## src/rtl/calc_sequencer.sv

```systemverilog
// calc_sequencer: calculator controller. Builds two BCD operands and an operator from key
// pulses, runs an external ALU through a start/done handshake and drives the BCD display.
module calc_sequencer #(
    parameter int unsigned DIGITS  = 4,
    parameter int unsigned TIMEOUT = 1024
) (
    input  logic                clk,
    input  logic                rst,
    input  logic [3:0]          num_val,
    input  logic [1:0]          op_val,
    input  logic                is_num,
    input  logic                is_op,
    input  logic                is_eq,
    output logic                alu_start,
    output logic [4*DIGITS-1:0] alu_a,
    output logic [4*DIGITS-1:0] alu_b,
    output logic [1:0]          alu_op,
    input  logic                alu_done,
    input  logic [4*DIGITS-1:0] alu_result,
    input  logic                alu_err,
    output logic                busy,
    output logic                err_flag,
    output logic [4*DIGITS-1:0] data_out_bcd
);
    localparam int unsigned W  = 4 * DIGITS;
    localparam int unsigned CW = $clog2(DIGITS + 1);
    localparam int unsigned TW = $clog2(TIMEOUT);

    typedef enum logic [2:0] {
        S_ENTER_A,
        S_ENTER_B,
        S_WAIT_ALU,
        S_SHOW_RES,
        S_ERROR
    } state_t;

    state_t        r_state, w_state_nxt;
    logic [W-1:0]  r_a, w_a_nxt;
    logic [W-1:0]  r_b, w_b_nxt;
    logic [1:0]    r_op, w_op_nxt;
    logic [CW-1:0] r_cnt, w_cnt_nxt;
    logic [TW-1:0] r_timer, w_timer_nxt;

    logic          r_start, w_start_nxt;
    logic          r_busy, w_busy_nxt;
    logic          r_err, w_err_nxt;
    logic [W-1:0]  r_disp, w_disp_nxt;

    logic          w_key_eq;
    logic          w_key_op;
    logic          w_key_num;
    logic          w_digit_ok;
    logic          w_room;
    logic [W-1:0]  w_digit_ext;
    logic [W-1:0]  w_a_shift;
    logic [W-1:0]  w_b_shift;

    // Only the highest-priority key of a cycle is considered; lower ones are dropped.
    assign w_key_eq    = is_eq;
    assign w_key_op    = is_op & ~is_eq;
    assign w_key_num   = is_num & ~is_op & ~is_eq;
    assign w_digit_ok  = w_key_num && (num_val <= 4'd9);
    assign w_room      = (r_cnt < CW'(DIGITS));
    assign w_digit_ext = W'(num_val);
    assign w_a_shift   = W'({r_a, num_val});
    assign w_b_shift   = W'({r_b, num_val});

    always_ff @(posedge clk) begin
        if (rst) begin
            r_state <= S_ENTER_A;
            r_a     <= '0;
            r_b     <= '0;
            r_op    <= '0;
            r_cnt   <= '0;
            r_timer <= '0;
            r_start <= 1'b0;
            r_busy  <= 1'b0;
            r_err   <= 1'b0;
            r_disp  <= '0;
        end else begin
            r_state <= w_state_nxt;
            r_a     <= w_a_nxt;
            r_b     <= w_b_nxt;
            r_op    <= w_op_nxt;
            r_cnt   <= w_cnt_nxt;
            r_timer <= w_timer_nxt;
            r_start <= w_start_nxt;
            r_busy  <= w_busy_nxt;
            r_err   <= w_err_nxt;
            r_disp  <= w_disp_nxt;
        end
    end

    always_comb begin
        w_state_nxt = r_state;
        w_a_nxt     = r_a;
        w_b_nxt     = r_b;
        w_op_nxt    = r_op;
        w_cnt_nxt   = r_cnt;
        w_timer_nxt = r_timer;
        case (r_state)
            S_ENTER_A: begin
                if (w_key_op) begin
                    w_op_nxt    = op_val;
                    w_b_nxt     = '0;
                    w_cnt_nxt   = '0;
                    w_state_nxt = S_ENTER_B;
                end else if (w_digit_ok && w_room) begin
                    w_a_nxt   = w_a_shift;
                    w_cnt_nxt = r_cnt + CW'(1);
                end
            end
            S_ENTER_B: begin
                if (w_key_eq) begin
                    if (r_cnt != '0) begin
                        w_timer_nxt = '0;
                        w_state_nxt = S_WAIT_ALU;
                    end
                end else if (w_key_op) begin
                    if (r_cnt == '0) begin
                        w_op_nxt = op_val;
                    end
                end else if (w_digit_ok && w_room) begin
                    w_b_nxt   = w_b_shift;
                    w_cnt_nxt = r_cnt + CW'(1);
                end
            end
            S_WAIT_ALU: begin
                if (alu_done) begin
                    if (alu_err) begin
                        w_state_nxt = S_ERROR;
                    end else begin
                        w_a_nxt     = alu_result;
                        w_state_nxt = S_SHOW_RES;
                    end
                end else if (r_timer == TW'(TIMEOUT - 1)) begin
                    w_state_nxt = S_ERROR;
                end else begin
                    w_timer_nxt = r_timer + TW'(1);
                end
            end
            S_SHOW_RES: begin
                if (w_key_op) begin
                    w_op_nxt    = op_val;
                    w_b_nxt     = '0;
                    w_cnt_nxt   = '0;
                    w_state_nxt = S_ENTER_B;
                end else if (w_digit_ok) begin
                    w_a_nxt     = w_digit_ext;
                    w_cnt_nxt   = CW'(1);
                    w_state_nxt = S_ENTER_A;
                end
            end
            S_ERROR: begin
                if (w_digit_ok) begin
                    w_a_nxt     = w_digit_ext;
                    w_cnt_nxt   = CW'(1);
                    w_state_nxt = S_ENTER_A;
                end
            end
            default: begin
                w_state_nxt = S_ENTER_A;
            end
        endcase
    end

    // Outputs are derived from the upcoming state so every key shows up one cycle after its pulse.
    always_comb begin
        w_start_nxt = (r_state == S_ENTER_B) && (w_state_nxt == S_WAIT_ALU);
        w_busy_nxt  = (w_state_nxt == S_WAIT_ALU);
        w_err_nxt   = (w_state_nxt == S_ERROR);
        w_disp_nxt  = r_disp;
        case (w_state_nxt)
            S_ENTER_A:  w_disp_nxt = w_a_nxt;
            S_ENTER_B:  w_disp_nxt = (w_cnt_nxt != '0) ? w_b_nxt : w_a_nxt;
            S_WAIT_ALU: w_disp_nxt = r_disp;
            S_SHOW_RES: w_disp_nxt = w_a_nxt;
            S_ERROR:    w_disp_nxt = {DIGITS{4'hE}};
            default:    w_disp_nxt = r_disp;
        endcase
    end

    assign alu_start    = r_start;
    assign alu_a        = r_a;
    assign alu_b        = r_b;
    assign alu_op       = r_op;
    assign busy         = r_busy;
    assign err_flag     = r_err;
    assign data_out_bcd = r_disp;

endmodule
```

## config.mk

```make
export PLATFORM = sky130hd
export DESIGN_NAME = calc_sequencer
export DESIGN_NICKNAME = d
export VERILOG_FILES = /design/src/rtl/calc_sequencer.sv
export SDC_FILE = /design/constraint.sdc
export NUM_CORES = 1
export LEC_CHECK = 0
export ABC_AREA = 1
export BUFFER_PORTS_ARGS = -buffer_cell sky130_fd_sc_hd__buf_2
export CORE_MARGIN = 2
export CORE_UTILIZATION = 45
export DETAILED_ROUTE_END_ITERATION = 10
export PLACE_DENSITY = 0.8
export SETUP_SLACK_MARGIN = 0.15
export SLEW_MARGIN = 0
export SYNTH_ARGS = -nofsm -noshare
export SYNTH_HDL_FRONTEND = slang
export SYNTH_SLANG_ARGS = --single-unit
```

## constraint.sdc

```tcl
create_clock -name clk -period 1.88 [get_ports clk]
set_clock_uncertainty 0.05 [all_clocks]
set_input_delay 0.47 -clock clk [delete_from_list [all_inputs] [get_ports clk]]
set_output_delay 0.47 -clock clk [all_outputs]
set_load 0.05 [all_outputs]
```

==> key figures <==
Run status
  • Status: finished with violations
  • Failing checks: negative setup slack

Global routing
  • Largest net degree at the start of global routing: 39
  • Aggregate global routing overflow: 0
  • Global Route Usage Sum: 30.01%
  • Initial antenna violation count: 0
  • First-pass GRT wire length: 23.60 mm
  • Vias in the first global route: between 5,000 and 6,000

CTS
  • Hold_buf cts: 0
  • TritonCTS Buffers: 9
  • Skew-Pair Late Insertion Delay: 0.35 ns
  • TritonCTS clock tree: done
  • Reg clk slew, reported paths: roughly 0.080 ns
  • CTS sink cnt: between 60 and 70
  • Clock buffer depth: 2
  • Htree depth: 3
  • Clock Tree Root: clkbuf_8

Final layout
  • Final std cells w/o fill: 931
  • Diode count: 0
  • Area grow syn2layout: 63.24%
  • Cell area after layout: 6728 µm²
  • Number of filler cells placed in the layout: 534
  • Register area: ~1400 µm²
  • Multi-input logic area: between 2000 and 3000 µm²
  • Fin nets: between 800 and 900
  • Fraction of layout cells with a size suffix above 1: around half

Timing
  • Minimum clock period: 2.008 ns
  • Pins Over Slew Limit: 0
  • PnR worst setup slack: -0.1281 ns
  • Worst slew margin: a little under three quarters
  • Setup violators final: 20
  • Worst slew pin tran: about 0.42 ns
  • Period utilization: 106.8%
  • Endpoints failing hold: 0
  • Unrepaired setup endpoints after global routing: true
  • Max Clock Freq: around 500 MHz
  • Hold WS: 0.3072 ns

Worst setup path
  • Worst-path maximum fanout: 3
  • Reg-to-reg endpoint: r_state[1]
  • Startpoint types: flop
  • CP Cell Sequence: ha_4 -> nand3_4 -> nor2_4 -> nand2_2 -> nand2_1 -> nand2_1 -> nand2_2 -> buf_4 -> buf_4 -> buf_4 -> buf_4 -> buf_4 -> buf_4 -> a21oi_1
  • Crit-path leading delay family: buffers and inverters
  • Worst Path Required: 2.09 ns
  • Reg2Reg Depth: 14
  • Crit-path max cell delay: approximately 0.34 ns
  • Slowest cell on the critical path: dfxtp_2
  • Setup CP Type: reg -> reg
  • WP data arrival: 2.22 ns
  • Crit-path most repeated cell: buf_4
  • R2R Setup Slk: -0.13 ns
  • Worst r2r src: r_timer[0]
  • Worst setup EP type: flop
  • Critical Path Stages: 14
  • CP bufs+invs: 6

Placement
  • Buffers on Ports: ~80
  • Cells after DPL: approximately 900
  • Final GP Congestion: just over 0.9
  • Post-Place Cell Area: approximately 5300 µm²
  • Hpwl dp: between 9 and 10 mm

Detailed routing
  • DRT iter0 DRCs: 473
  • Post-Route WL: roughly 17 mm
  • DR DRC count: 0
  • Remaining antenna violation count: 0
  • Total number of vias: ~5,400
  • Routed len/inst: ~18 µm
  • Drt pass-1 iters: 6
  • DR vias/cell: roughly 5.8

Floorplanning
  • Die Wd: between 90 and 100 µm
  • Starting Density: 46.80%
  • FP Rows: 34
  • Core ar.: 8806 µm²
  • Die area: approximately 9900 µm²
  • I/O pin total: roughly 80
  • Die height: 99.70 µm

Yosys
  • Synthesized net count: 655
  • Post-Syn Instances: 623
  • Sequential fraction of the synthesis area: around a third
  • Mapped Area: between 4000 and 5000 µm²
  • Yosys warns: 0
  • Mean Syn Cell Area: 6.615 µm²
  • Yosys reg bits: 69
  • Yosys cell types: 37

Min path
  • WHS Endpoint: alu_op[0]
  • Worst hold path class: in -> reg
  • Worst hold path startpoint: op_val[0]
  • Hold depth: 3

Pwr
  • Worst vdd ir: roughly 0.42 mV
  • Sw frac: between 30% and 40%
  • Sequential cell fraction of total power: between 30% and 40%
  • Clk pwr share: between 30% and 40%
  • Net Sw Power: about 1.4 mW
  • Pint: between 2 and 3 mW
  • Power Total: ~4.1 mW
  • Pleak: approximately 3.3 nW
  • Power per cell area: slightly above 600 nW/µm²
  • Comb power frac: just under 30%

Job
  • Max Cap Violations: 0
## flip-flops by register name, indices dropped and copies added (netlist names)
register and count:
alu_start 1, r_cnt 3, alu_op 2, data_out_bcd 16, r_state 3, alu_b 16, alu_a 16, err_flag 1
busy 1, r_timer 10
## area by class of cell
| type | instances | share of cell area [%] |
|---|---|---|
| timing repair buffer | 207 | 24.87 |
| multi-input combinational | 418 | 41.81 |
| clock inverter | 6 | 1.302 |
| inverter | 113 | 7.365 |
| tap | 108 | 2.009 |
| sequential | 69 | 20.76 |
| clock buffer | 10 | 1.897 |
## synth_stat cells
cell type | n | area (µm²)
nand2_1 | 131 | 491.7
inv_1 | 100 | 375.4
dfxtp_1 | 69 | 1381
o21ai_0 | 65 | 325.3
a21oi_1 | 50 | 250.2
nor2_1 | 44 | 165.2
nand3_1 | 28 | 140.1
clkbuf_1 | 16 | 60.06
o211ai_1 | 14 | 105.1
nand2_2 | 13 | 81.33
inv_2 | 11 | 41.29
nor3_1 | 7 | 35.03
a21oi_2 | 6 | 52.55
o211ai_2 | 6 | 75.07
buf_2 | 5 | 25.02
nor2_2 | 5 | 31.28
nand2_4 | 4 | 45.04
nand4_1 | 4 | 25.02
nor2_4 | 4 | 45.04
o21ai_1 | 4 | 20.02
o22ai_1 | 4 | 25.02
or2_2 | 4 | 25.02
a211oi_1 | 3 | 22.52
a31oi_1 | 3 | 18.77
ha_1 | 3 | 37.54
nand3_2 | 3 | 30.03
o221ai_1 | 3 | 26.28
inv_4 | 2 | 12.51
nand3_4 | 2 | 35.03
o2111ai_1 | 2 | 17.52
xor2_1 | 2 | 17.52
a31oi_2 | 1 | 12.51
buf_12 | 1 | 20.02
buf_6 | 1 | 11.26
o211ai_4 | 1 | 21.27
o21ai_2 | 1 | 8.760
xnor2_1 | 1 | 8.760
## worst max-delay path by stage
| stage | start | endpoint |
|---|---|---|
| finish | r_timer[0] | r_state[1] |
| global route | r_timer[0] | data_out_bcd[5] |
| CTS | r_timer[1] | data_out_bcd[5] |
| detailed placement | is_op | data_out_bcd[5] |
| global placement | is_op | data_out_bcd[5] |
| floorplan | num_val[1] | data_out_bcd[12] |
## timing repair
action	in CTS	in global routing
pin swaps	37	50
setup buffers	19	16
gates cloned	1	4
gates resized for setup	109	112
setup endpoints to repair	52	51
endpoints found under the hold margin	0	0
## logic make-up (layout without fill, tap and decap cells)
group | count (synthesis) | after routing | share of synthesized area (%)
xor+xnor | 3 | 3 | 0.6376
buf+inv | 136 | 336 | 13.24
fa+ha+maj | 3 | 3 | 0.9108
simple gates | 249 | 249 | 27.90
flops | 69 | 69 | 33.52
compound gates | 163 | 163 | 23.80
## metal layers
layer  GRT usage [%]  part of all wire (%)  vias up  wire length, µm
met5               0                     0        -                0
met4           14.12                   5.4        0              918
met3           6.817                   9.0       94             1534
met2           53.33                    49      351             8363
met1           33.94                    36     2535             6182
li1                -                     -     2410                -
## per-stage QoR
| stage | util [%] | worst slack [ns] | setup TNS (ns) |
|---|---|---|---|
| 2_1_floorplan | - | 0.05794 | 0 |
| 3_3_place_gp | 60.63 | -0.2763 | -7.716 |
| 3_5_place_dp | 60.63 | -0.3663 | -10.15 |
| 4_1_cts | 69.34 | -0.02721 | -0.1170 |
| 5_1_grt | 76.40 | -0.2196 | -3.195 |
| 6_report | 76.40 | -0.1281 | -1.346 |
## cell usage in the layout, fill, tap and decap left out, types with 8 or more instances in the layout
cell type	instances
nand2_1	101
buf_4	91
inv_1	89
buf_2	80
dfxtp_1	61
o21ai_0	39
nor2_1	35
nand2_2	28
a21oi_1	25
a21oi_2	23
o21ai_1	20
nand2_4	17
buf_6	17
nand3_1	15
o211ai_1	14
nand3_2	13
nor2_4	12
inv_2	12
buf_12	12
clkbuf_8	9
o21ai_2	8
a21oi_4	8
## power by group through the flow
stage	sequential, mW	clock, mW	combinational, mW
2_1_floorplan	1.80	0	0.388
3_3_place_gp	1.60	0	0.906
3_5_place_dp	1.60	0	0.922
4_1_cts	1.56	1.35	1.01
5_1_grt	1.57	1.42	1.26
6_report	1.57	1.36	1.20
## tightest hold or removal path: cells and delay by family
family | cells | cell delay, ns
compound gates | 1 | 0.05
buf+inv | 1 | 0.08
simple gates | 1 | 0.07
Power figures use the tool's default switching activity.
